`src/rtl/mem_init_sequencer.sv`:
```
// Memory initialisation sequencer: sweeps a write port with a known word after init, then hands it to the client.
// Optional MEM_INIT_ADDR_PATTERN_EN: sweep data is the address zero-extended (memory self-test) instead of INITVALUE.
module mem_init_sequencer #(
  parameter int                   ADDRWIDTH = 8,
  parameter int                   DATAWIDTH = 32,
  parameter int                   DEPTH     = 256,
  parameter logic [DATAWIDTH-1:0] INITVALUE = '0
) (
  input  logic                 clk,
  input  logic                 rst_n,
  input  logic                 clk_en,
  input  logic                 sync_rst,
  input  logic                 init,
  input  logic                 client_valid,
  input  logic [ADDRWIDTH-1:0] client_addr,
  input  logic [DATAWIDTH-1:0] client_data,
  output logic                 client_ready,
  output logic                 mem_wr_en,
  output logic [ADDRWIDTH-1:0] mem_wr_addr,
  output logic [DATAWIDTH-1:0] mem_wr_data,
  output logic                 busy,
  output logic                 init_done
);

  // One spare counter bit so DEPTH == 2**ADDRWIDTH reaches the terminal compare without wrapping.
  localparam int                  CNTWIDTH = ADDRWIDTH + 1;
  localparam logic [CNTWIDTH-1:0] LAST_CNT = CNTWIDTH'(DEPTH - 1);

  typedef enum logic [1:0] {
    IDLE  = 2'd0,
    SWEEP = 2'd1,
    DONE  = 2'd2
  } state_t;

  state_t                 state_reg;
  logic [CNTWIDTH-1:0]    cnt_reg;
  logic                   wr_en_reg;
  logic [ADDRWIDTH-1:0]   wr_addr_reg;
  logic [DATAWIDTH-1:0]   wr_data_reg;
  logic [DATAWIDTH-1:0]   sweep_data;

`ifdef MEM_INIT_ADDR_PATTERN_EN
  generate
    for (genvar gi = 0; gi < DATAWIDTH; gi++) begin : g_pattern
      if (gi < ADDRWIDTH) begin : g_addr_bit
        assign sweep_data[gi] = cnt_reg[gi];
      end else begin : g_zero_bit
        assign sweep_data[gi] = 1'b0;
      end
    end
  endgenerate
`else
  assign sweep_data = INITVALUE;
`endif

  always_ff @(posedge clk or negedge rst_n) begin
    if (!rst_n) begin
      state_reg   <= IDLE;
      cnt_reg     <= '0;
      wr_en_reg   <= 1'b0;
      wr_addr_reg <= '0;
      wr_data_reg <= '0;
    end else if (!clk_en) begin
      wr_en_reg <= 1'b0;
    end else if (sync_rst) begin
      state_reg <= IDLE;
      cnt_reg   <= '0;
      wr_en_reg <= 1'b0;
    end else begin
      case (state_reg)
        IDLE: begin
          wr_en_reg <= 1'b0;
          if (init) begin
            state_reg <= SWEEP;
            cnt_reg   <= '0;
          end
        end
        SWEEP: begin
          if (init) begin
            cnt_reg   <= '0;
            wr_en_reg <= 1'b0;
          end else begin
            wr_en_reg   <= 1'b1;
            wr_addr_reg <= cnt_reg[ADDRWIDTH-1:0];
            wr_data_reg <= sweep_data;
            if (cnt_reg == LAST_CNT) begin
              state_reg <= DONE;
              cnt_reg   <= '0;
            end else begin
              cnt_reg <= cnt_reg + 1'b1;
            end
          end
        end
        DONE: begin
          if (init) begin
            state_reg <= SWEEP;
            cnt_reg   <= '0;
            wr_en_reg <= 1'b0;
          end else if (client_valid) begin
            wr_en_reg   <= 1'b1;
            wr_addr_reg <= client_addr;
            wr_data_reg <= client_data;
          end else begin
            wr_en_reg <= 1'b0;
          end
        end
        default: begin
          state_reg <= IDLE;
          cnt_reg   <= '0;
          wr_en_reg <= 1'b0;
        end
      endcase
    end
  end

  assign client_ready = (state_reg == DONE) && !sync_rst && !init;
  assign mem_wr_en    = wr_en_reg;
  assign mem_wr_addr  = wr_addr_reg;
  assign mem_wr_data  = wr_data_reg;
  assign busy         = (state_reg == SWEEP);
  assign init_done    = (state_reg == DONE);

endmodule
```
`config.mk`:
```
export PLATFORM = sky130hd
export DESIGN_NAME = mem_init_sequencer
export DESIGN_NICKNAME = d
export VERILOG_FILES = /design/src/rtl/mem_init_sequencer.sv
export SDC_FILE = /design/constraint.sdc
export NUM_CORES = 1
export LEC_CHECK = 0
export BUFFER_PORTS_ARGS = -buffer_cell sky130_fd_sc_hd__buf_2
export CAP_MARGIN = 20
export CORE_UTILIZATION = 50
export DETAILED_ROUTE_END_ITERATION = 6
export GPL_ROUTABILITY_DRIVEN = 1
export PLACE_DENSITY = 0.8
export SYNTH_ARGS = -nofsm -noshare
export SYNTH_HDL_FRONTEND = slang
export SYNTH_SLANG_ARGS = --single-unit
```
`constraint.sdc`:
```
create_clock -name clk -period 5.63 [get_ports clk]
set_clock_uncertainty 0.1 [all_clocks]
set_input_delay 1.126 -clock clk [delete_from_list [all_inputs] [get_ports clk]]
set_output_delay 1.126 -clock clk [all_outputs]
set_load 0.02 [all_outputs]
```
==> results.md, run 1 <==
- Sequential share of the synthesized area: 0.5138
- Largest register FFs: 32
- Period utilisation layout: 0.5709
- CP Data Required Time: 4400 ps
- Area growth from synthesis to layout: 24.21%
- Synth unique cells: 39
- Post-Route WL: 5032 um
- Syn Nets: 290
- Relative slew margins: 0.3456
- Worst Max-Slew Pin Slew: 981.6 ps
- CTS Buf Count: 5
- Worst Path Class, Setup: reg -> out
- GRT Util Overall: 0.1974
- Seq cells post-synth: 52
- Drt wl/cell: 12.77 um
- CTS tree: yes
- Mapped Area: 2532 um^2
- Status: complete, no violations
- Vias/cell: 4.830
- Total Nets Final: 377
- Top FF cell, synth: dfrtp_1
- Vias: 1903
- Slew Viols, Final: 0
- GP Congestion: 0.8338
- DIE AREA: 5353 um^2
- Final setup violating endpoints: 0
- H-tree levels: 2
- Core area: 4786 um^2
- Worst-path clk slew: 90 ps
- First-pass GRT wire length: 8004 um
- Post-route ant nets: 0
- 1st-pass router iterations: 4
- EDFF count, synth: 0
- Worst setup margin: 2416 ps
- Post-CTS Setup Repair Bufs: 0
- Die X: 73.17 um
- Num rows: 25
- Die height: 73.17 um
- Worst Path Max Fanout: 46
- Pre-CTS setup slack: 2551 ps
- Clock Root Buffer: clkbuf_8
- P_leak: 1.838 nW
- Boundary Pins: 90
- Number of inserted diodes: 0
- GRT busiest layer: met2
- Power per Cell Area: 302.5 nW/um^2
- Worst-Skew Late Latency: 300 ps
- Post-route cell area: 3146 um^2
- Antenna violations before repair: 0
- Max-cap violations: 0
- Hold WC Path Type: reg -> reg
- Peak VDD IR: 0.0001660 V
- F_max: 0.3111 GHz
- Syn_area_per_cell: 10.60 um^2
- Core Util, Final: 0.6573
- Post-CTS Resized: 0
- Worst r2r path cells: 7
- Drc violations: 0
- Largest net degree at the start of global routing: 53
- Vias in the first global route: 1773
- Met3 Usage GRT: 0.03729
- Crit path DAT: 1990 ps
- RSZ-0062 raised after global routing: false
- Yosys synthesis warning count: 0
- Critical path endpoint category: output port
- Flop2flop setup slack: 2700 ps
- Total Negative Setup Slacks: 0 ps
- Fraction of layout cells with a size suffix above 1: 0.3272
- CP Launch Type: flop
- Endpoints failing hold: 0
- DP HPWL: 3506 um
- CTS Buffer Depth: 2
- Gate Count Post-Synth: 239
- Met1 GRT Util: 0.2563
- WHS Path Cells: 1
- GR Overflow Total: 0
- Initial Util: 0.5292
- Clk sinks: 52
- Violation count after the first detailed-route iteration: 74
- Fin crit period: 3214 ps
- Asr flop ratio synth: 1.000
- GR Util met2: 0.3261
- # port buffers: 89
- CTS hold repair buffers: 0
- Placed inst area: 3034 um^2
-- synth_stat cells (3+ instances only) --
| cell | instances | area, um^2 |
|---|---|---|
| dfrtp_1 | 52 | 1301 |
| nand2_1 | 39 | 146.4 |
| inv_1 | 35 | 131.4 |
| mux2i_1 | 32 | 320.3 |
| mux2_1 | 16 | 180.2 |
| clkbuf_1 | 6 | 22.52 |
| nor2_1 | 6 | 22.52 |
| buf_2 | 5 | 25.02 |
| ha_1 | 5 | 62.56 |
| o21ai_1 | 5 | 25.02 |
| nand3_1 | 3 | 15.01 |
| xor2_1 | 3 | 26.28 |
-- critical path, cell delays in order (launching register included) --
cell	delay, ps
dfrtp_1	420
inv_1	100
ha_2	820
inv_2	30
nor2_1	110
buf_2	180
-- layer usage --
layer / wire (um) / share of wire
met5: 0 / 0
met4: 63 / 0.013
met3: 222 / 0.044
met2: 2454 / 0.49
met1: 2292 / 0.46
-- worst paths after layout --
| path | from | end |
|---|---|---|
| setup / recovery | state_reg[0]$_DFFE_PN0P_ | client_ready |
| hold / removal | mem_wr_addr[6]$_DFFE_PN0P_ | mem_wr_addr[6]$_DFFE_PN0P_ |
| setup reg to reg | state_reg[0]$_DFFE_PN0P_ | mem_wr_addr[4]$_DFFE_PN0P_ |
| hold reg to reg | mem_wr_addr[6]$_DFFE_PN0P_ | mem_wr_addr[6]$_DFFE_PN0P_ |
| max in group asynchronous | rst_n | state_reg[0]$_DFFE_PN0P_ |
| min in group asynchronous | rst_n | mem_wr_data[10]$_DFFE_PN0P_ |
-- cells by family after synthesis --
family	Yosys count	synth area share
flip-flops	52	0.5138
adder cells (fa/ha/maj)	5	0.02470
AO/OA/AOI/OAI	19	0.05090
multiplexers	48	0.1976
XOR/XNOR	3	0.01038
AND/OR/NAND/NOR	65	0.1304
buffers and inverters	47	0.07213
-- area by class of cell --
type	instances	area, um^2
inverter	36	135.1
sequential	52	1301
timing repair buffer	91	460.4
fill	405	1640
clock inverter	2	38.79
clock buffer	6	72.57
multi-input combinational	140	1054
tap	67	83.83
-- report_power, final --
part	switching, mW	total, mW	internal, mW
Combinational	0.155	0.246	0.0917
Clock	0.120	0.255	0.134
Sequential	0.0264	0.451	0.424
-- through the flow --
| step | hold slack [ps] | power (mW) | std cells |
|---|---|---|---|
| floorplan | 358.3 | 0.6123 | 239 |
| global route | 419.7 | 1.004 | 394 |
| detailed placement | 379.1 | 0.7078 | 386 |
| CTS | 401.8 | 0.9645 | 394 |
| finish | 394.6 | 0.9515 | 394 |
| global placement | 371.4 | 0.7006 | 386 |
-- placed cells by master (no fill, tap or decap), types with 2 or more instances in the layout --
| cell type | instances |
|---|---|
| mux2i_1 | 32 |
| mux2_1 | 16 |
| buf_4 | 2 |
| and3_1 | 2 |
| a31oi_1 | 2 |
| nand2_1 | 38 |
| xor2_1 | 3 |
| o2111ai_1 | 2 |
| inv_1 | 35 |
| nand3_1 | 3 |
| nor4_1 | 2 |
| o21ai_1 | 5 |
| nor2_1 | 6 |
| dfrtp_1 | 52 |
| ha_1 | 4 |
| a21oi_1 | 2 |
| buf_2 | 89 |
| clkbuf_8 | 5 |
No activity file was read; power rests on OpenSTA's default activity.
==> run 2: changes to the inputs <==
--- a/config.mk
+++ b/config.mk
@@ -7,10 +7,10 @@
 export LEC_CHECK = 0
 export BUFFER_PORTS_ARGS = -buffer_cell sky130_fd_sc_hd__buf_2
 export CAP_MARGIN = 20
-export CORE_UTILIZATION = 50
+export CORE_UTILIZATION = 45
 export DETAILED_ROUTE_END_ITERATION = 6
 export GPL_ROUTABILITY_DRIVEN = 1
-export PLACE_DENSITY = 0.8
+export PLACE_DENSITY = 0.76
 export SYNTH_ARGS = -nofsm -noshare
 export SYNTH_HDL_FRONTEND = slang
 export SYNTH_SLANG_ARGS = --single-unit
==> constraint.sdc (replaced) <==
create_clock -name clk -period 2.8 [get_ports clk]
set_clock_uncertainty 0.1 [all_clocks]
set_input_delay 0.56 -clock clk [delete_from_list [all_inputs] [get_ports clk]]
set_output_delay 0.56 -clock clk [all_outputs]
set_load 0.02 [all_outputs]
==> results.md, run 2 (same netlist as run 1, synthesis figures left out) <==
- Status: complete, no violations
- Peak VDD IR: 0.0003132 V (+89%)
- CP Launch Type: flop
- Leading cell types in the layout, fill and taps excluded: 89 x buf_2, 52 x dfrtp_1, 38 x nand2_1
- Largest net degree at the start of global routing: 40 (-25%)
- Post-CTS Resized: 0 (unchanged)
- Total Nets Final: 378 (+0.27%)
- Post-Route WL: 5163 um (+2.6%)
- Pre-CTS setup slack: 435.9 ps (-2115 ps)
- Flop2flop setup slack: 470 ps (-2230 ps)
- Worst Path Max Fanout: 29 (-37%)
- Area growth from synthesis to layout: 23.96%
- Total Negative Setup Slacks: 0 ps (unchanged)
- Clk sinks: 52 (unchanged)
- Worst Path Class, Setup: reg -> out
- DP HPWL: 3895 um (+11%)
- CTS Buffer Depth: 2 (unchanged)
- Terminus of the critical flop-to-flop path: mem_wr_data[28]$_DFFE_PN0P_
- DIE AREA: 5931 um^2 (+11%)
- CTS Buf Count: 5 (unchanged)
- Clock Root Buffer: clkbuf_8
- H-tree levels: 2 (unchanged)
- Relative slew margins: 0.6579 (+0.3123)
- CTS tree: yes
- CP Data Required Time: 2140 ps (-2260 ps)
- Final setup violating endpoints: 0 (unchanged)
- Endpoints failing hold: 0 (unchanged)
- P_leak: 1.834 nW (-0.22%)
- Die X: 77.02 um (+5.3%)
- Met1 GRT Util: 0.2284 (-0.02795)
- Drt wl/cell: 13.01 um (+1.8%)
- Fin crit period: 2606 ps
- CTS hold repair buffers: 0 (unchanged)
- Worst setup margin: 193.7 ps (-2222 ps)
- Antenna violations before repair: 0 (unchanged)
- Vias/cell: 4.919 (+1.9%)
- Die height: 77.02 um (+5.3%)
- GR Overflow Total: 0 (unchanged)
- Vias in the first global route: 1855 (+4.6%)
- F_max: 0.3837 GHz
- First-pass GRT wire length: 8618 um (+7.7%)
- Worst-path clk slew: 90 ps (about the same)
- # port buffers: 89 (unchanged)
- RSZ-0062 raised after global routing: false
- Crit path DAT: 1950 ps (-40 ps)
- R2r startpoint: state_reg[0]$_DFFE_PN0P_
- 1st-pass router iterations: 4 (unchanged)
- GRT busiest layer: met2
- Commonest non-fill, non-tap cell in the layout: buf_2
- Initial Util: 0.4805 (-0.04862)
- Worst Max-Slew Pin Slew: 511.4 ps (-470.2 ps)
- Worst r2r path cells: 7 (unchanged)
- Fraction of layout cells with a size suffix above 1: 0.3303 (+0.003058)
- Critical path endpoint category: output port
- Hold WC Path Type: in -> async
- Largest register FFs: 32 (unchanged)
- Core area: 5270 um^2 (+10%)
- Number of inserted diodes: 0 (unchanged)
- Drc violations: 0 (unchanged)
- Met3 Usage GRT: 0.03452 (-0.002769)
- Vias: 1953 (+2.6%)
- Post-route ant nets: 0 (unchanged)
- Power per Cell Area: 575.8 nW/um^2 (+90%)
- Boundary Pins: 90 (unchanged)
- Period utilisation layout: 0.9308
- Num rows: 26 (+4.0%)
- GR Util met2: 0.3143 (-0.01185)
- Worst-Skew Late Latency: 300 ps (about the same)
- Violation count after the first detailed-route iteration: 84 (+14%)
- GRT Util Overall: 0.1835 (-0.01392)
- Max-cap violations: 0 (unchanged)
- GP Congestion: 0.8108 (-2.8%)
- Slew Viols, Final: 0 (unchanged)
- Post-CTS Setup Repair Bufs: 0 (unchanged)
[run 2: cell types whose count changed in the layout (fill, tap and decap cells not counted), sizes merged]
cell / change
bufinv: -1
clkbuf: -1
clkinv: +1
clkinvlp: +1
buf: +1
inv: -1
[run 2: layer usage]
layer | wire length, um | up-vias
met1 | 2323 | 927
met5 | 0 | -
met4 | 69 | 0
li1 | - | 958
met2 | 2481 | 63
met3 | 288 | 5
[run 2: how the worst max path moves through the flow]
stage                                        endpoint  cells past startpoint  slack [ps]                      from
after floorplan                          client_ready                      7         200  state_reg[0]$_DFFE_PN0P_
after global placement    mem_wr_data[30]$_DFFE_PN0P_                      7         540  state_reg[0]$_DFFE_PN0P_
after detailed placement  mem_wr_data[28]$_DFFE_PN0P_                      7         440  state_reg[0]$_DFFE_PN0P_
after CTS                                client_ready                      6         170  state_reg[0]$_DFFE_PN0P_
after global routing                     client_ready                      6          40  state_reg[0]$_DFFE_PN0P_
final                                    client_ready                      6         190  state_reg[0]$_DFFE_PN0P_
[run 2: metrics by stage]
stage               hold WS, ps  power (mW)    util  std cells  area (um^2)
detailed placement        370.4       1.431  0.5802        390         3058
CTS                       36.51       1.837  0.5957        397         3139
floorplan                 164.4       1.231       -        239         2532
global placement          367.2       1.416  0.5802        390         3058
global route              52.67       1.915  0.5957        397         3139
finish                    33.12       1.808  0.5957        397         3139
[run 2: power breakdown]
| group | internal [mW] | switching (mW) | leakage, nW |
|---|---|---|---|
| clock network | 0.170 | 0.230 | 0.0400 |
| logic | 0.187 | 0.314 | 1.07 |
| registers | 0.853 | 0.0545 | 0.719 |
[run 2: worst max-delay path, stage by stage (launching register included)]
cell and delay [ps]:
dfrtp_1 420, inv_1 100, ha_2 450, buf_4 370
inv_2 40, nor2_1 90, buf_2 160
[run 2: cell type report]
| class | count | area (um^2) |
|---|---|---|
| tap | 70 | 87.58 |
| clock buffer | 5 | 68.82 |
| sequential | 52 | 1301 |
| timing repair buffer | 92 | 480.5 |
| inverter | 36 | 135.1 |
| clock inverter | 2 | 12.51 |
| fill | 498 | 2131 |
| multi-input combinational | 140 | 1054 |
==> run 3: changes to the inputs <==
--- a/config.mk
+++ b/config.mk
@@ -5,12 +5,13 @@
 export SDC_FILE = /design/constraint.sdc
 export NUM_CORES = 1
 export LEC_CHECK = 0
+export ABC_AREA = 1
 export BUFFER_PORTS_ARGS = -buffer_cell sky130_fd_sc_hd__buf_2
 export CAP_MARGIN = 20
-export CORE_UTILIZATION = 45
+export CORE_UTILIZATION = 44
 export DETAILED_ROUTE_END_ITERATION = 6
 export GPL_ROUTABILITY_DRIVEN = 1
-export PLACE_DENSITY = 0.76
+export PLACE_DENSITY = 0.75
 export SYNTH_ARGS = -nofsm -noshare
 export SYNTH_HDL_FRONTEND = slang
 export SYNTH_SLANG_ARGS = --single-unit
==> results.md, run 3 <==
- Vias/cell: 4.850 (-1.4%)
- Post-CTS Setup Repair Bufs: 0 (unchanged)
- RSZ-0062 raised after global routing: false
- Peak VDD IR: 0.0002620 V (-16%)
- DP HPWL: 3841 um (-1.4%)
- CTS hold repair buffers: 0 (unchanged)
- R2r startpoint: state_reg[0]$_DFFE_PN0P_
- Commonest non-fill, non-tap cell in the layout: buf_2
- Syn Nets: 334 (+15%)
- GR Overflow Total: 0 (unchanged)
- Seq. cell area: 1301 um^2 (unchanged)
- Num rows: 26 (unchanged)
- P_leak: 1.537 nW (-16%)
- Area of the multi-input gates: 850.8 um^2 (-19%)
- First-pass GRT wire length: 9294 um (+7.8%)
- Mapped Area: 2421 um^2 (-4.4%)
- CTS Buf Count: 5 (unchanged)
- Top cells by area, synth: dfrtp_1 54%, nand3_1 8.1%, inv_1 7.4%, nand2_1 6.4%, o21ai_0 6.2%
- Top cells by count, synth: 52 x dfrtp_1, 48 x inv_1, 41 x nand2_1
- Drc violations: 0 (unchanged)
- CTS tree: yes
- Largest net degree at the start of global routing: 81 (+100%)
- Clock share of power: 0.233 (+0.012)
- Status: complete, no violations
- CP cell instances: inv_1 > ha_1 > buf_4 > buf_2
- EDFF count, synth: 0 (unchanged)
- CP Launch Type: flop
- Max-cap violations: 0 (unchanged)
- Vias: 2134 (+9.3%)
- Sw power: 0.7559 mW (+26%)
- Crit path DAT: 1640 ps (-310 ps)
- F_max: 0.4339 GHz (+13%)
- CP Data Required Time: 2140 ps (about the same)
- Post-Synth Simple-Gate Area: 0.2036 (+0.07318)
- 1st-pass router iterations: 4 (unchanged)
- Number of inserted diodes: 0 (unchanged)
- CP Launch Point: state_reg[0]$_DFFE_PN0P_
- Worst-Skew Late Latency: 300 ps (about the same)
- Largest register FFs: 32 (unchanged)
- Worst Max-Slew Pin Slew: 434.7 ps (-76.70 ps)
- Boundary Pins: 90 (unchanged)
- P_int: 1.407 mW (+16%)
- Post-synthesis xor/xnor area fraction: 0.007235 (-0.003140)
- DIE AREA: 5803 um^2 (-2.2%)
- Sequential share of power: 0.458 (-0.044)
- Slew Viols, Final: 0 (unchanged)
- CP max-delay cell: dfrtp_1
- GRT Util Overall: 0.1971 (+0.01361)
- Die height: 76.18 um (-1.1%)
- Final setup violating endpoints: 0 (unchanged)
- Asr flop ratio synth: 1.000 (unchanged)
- Total Nets Final: 420 (+11%)
- Fillers: 489 (-1.8%)
- Leading cell types in the layout, fill and taps excluded: 89 x buf_2, 52 x dfrtp_1, 48 x inv_1
- Core area: 5205 um^2 (-1.2%)
- Total Negative Setup Slacks: 0 ps (unchanged)
- Period utilisation layout: 0.8231 (-0.1078)
- Vias in the first global route: 2049 (+10%)
- Top FF cell, synth: dfrtp_1
- Syn_area_per_cell: 8.555 um^2 (-19%)
- Worst path max stage delay: 430 ps (-20 ps)
- Hold WC Path Type: in -> async
- Area share of fa/ha/maj cells after synthesis: 0.02584 (+0.001136)
- Violation count after the first detailed-route iteration: 113 (+35%)
- Relative slew margins: 0.7102 (+0.05234)
- Die X: 76.18 um (-1.1%)
- Power per Cell Area: 715.6 nW/um^2 (+24%)
- Worst Path Class, Setup: reg -> out
- Main combinational cell family by area after synthesis: simple AND/OR/NAND/NOR gates
- Net Sw Frac: 0.3495 (+0.01832)
- CTS Buffer Depth: 2 (unchanged)
- Area growth from synthesis to layout: 24.86%
- Worst hold slack: 89.76 ps (+56.65 ps)
- CP delay by family, top: buffers and inverters
- Clock Root Buffer: clkbuf_8
- Post-synthesis compound-gate area fraction: 0.1147 (+0.06384)
- Gate power share: 0.309 (+0.032)
- Worst-path clk slew: 90 ps (about the same)
- H-tree levels: 2 (unchanged)
- Worst Path Max Fanout: 42 (+45%)
- Yosys synthesis warning count: 0 (unchanged)
- Critical path endpoint category: output port
- Endpoints failing hold: 0 (unchanged)
- Mux cell area share after synthesis: 0 (-0.1976)
- Initial Util: 0.4651 (-0.01539)
- Post-CTS Resized: 0 (unchanged)
- GP Congestion: 0.8910 (+9.9%)
- Clk sinks: 52 (unchanged)
- # port buffers: 89 (unchanged)
- Fin crit period: 2305 ps (-301.7 ps)
- Seq cells post-synth: 52 (unchanged)
- Drt wl/cell: 12.02 um (-7.6%)
- Antenna violations before repair: 0 (unchanged)
- Gate Count Post-Synth: 283 (+18%)
- Area share of the largest cell type after synthesis: 0.5375 (+0.02363)
- Count leader, synth: dfrtp_1
- Critical path buffers and inverters: 3 (-1)
- Area leader, netlist: dfrtp_1
- Sequential share of the synthesized area: 0.5375 (+0.02363)
- Fraction of layout cells with a size suffix above 1: 0.2865 (-0.04379)
- Synth unique cells: 25 (-36%)
- Post-route ant nets: 0 (unchanged)
- Post-Route WL: 5289 um (+2.4%)
==> run 3: area by class of cell <==
| type | instances | share of cell area |
|---|---|---|
| Clock buffer | 5 | 0.02276 |
| Clock inverter | 3 | 0.01407 |
| Inverter | 49 | 0.06084 |
| Multi-Input combinational cell | 168 | 0.2815 |
| Sequential cell | 52 | 0.4305 |
| Tap cell | 70 | 0.02897 |
| Timing Repair Buffer | 93 | 0.1614 |
==> run 3: routing by layer <==
layer | vias up | wire length [um] | GRT usage
met5 | - | 0 | 0
met4 | 0 | 31 | 0.03269
met3 | 5 | 341 | 0.04790
met2 | 73 | 2472 | 0.3318
met1 | 979 | 2444 | 0.2632
li1 | 1077 | - | -
==> run 3: worst register-to-register path: cells and delay by family, from the launching register on <==
kind	cells	cell delay, ps
buf+inv	3	410
simple gates	4	490
flops	1	410
fa+ha+maj	1	220
compound gates	1	170
==> run 3: through the flow <==
stage | cells | utilization | cell area (um^2) | total power [mW] | worst slack [ps]
detailed placement | 432 | 0.5594 | 2912 | 1.684 | 817.7
CTS | 440 | 0.5808 | 3023 | 2.187 | 480.8
global placement | 432 | 0.5594 | 2912 | 1.669 | 845.4
global route | 440 | 0.5808 | 3023 | 2.294 | 366.0
floorplan | 283 | - | 2421 | 1.423 | 585.0
finish | 440 | 0.5808 | 3023 | 2.163 | 495.4
==> run 3: cells by family after synthesis <==
logic type,after synthesis
buf+inv,63
fa+ha+maj,5
simple gates,111
flops,52
compound gates,50
xor+xnor,2
==> run 3: final timing paths <==
path / end / slack, ps / depth (start not counted)
max in group asynchronous: mem_wr_addr[1]$_DFFE_PN0P_ / 1900 / 2
worst min register to register: mem_wr_data[14]$_DFFE_PN0P_ / 430 / 2
min in group clk: mem_wr_data[31]$_DFFE_PN0P_ / 400 / 3
worst max register to register: cnt_reg[1]$_DFFE_PN0P_ / 930 / 9
worst max-delay path: init_done / 500 / 4
worst min-delay path: mem_wr_data[27]$_DFFE_PN0P_ / 90 / 1
==> run 3: power groups by stage <==
stage                     clock (mW)  sequential [mW]  combinational, mW
after floorplan                    0             1.20              0.222
after global placement             0             1.00              0.668
after detailed placement           0             1.01              0.674
after CTS                      0.516            0.993              0.678
after global routing           0.546             1.02              0.732
final                          0.503            0.992              0.668
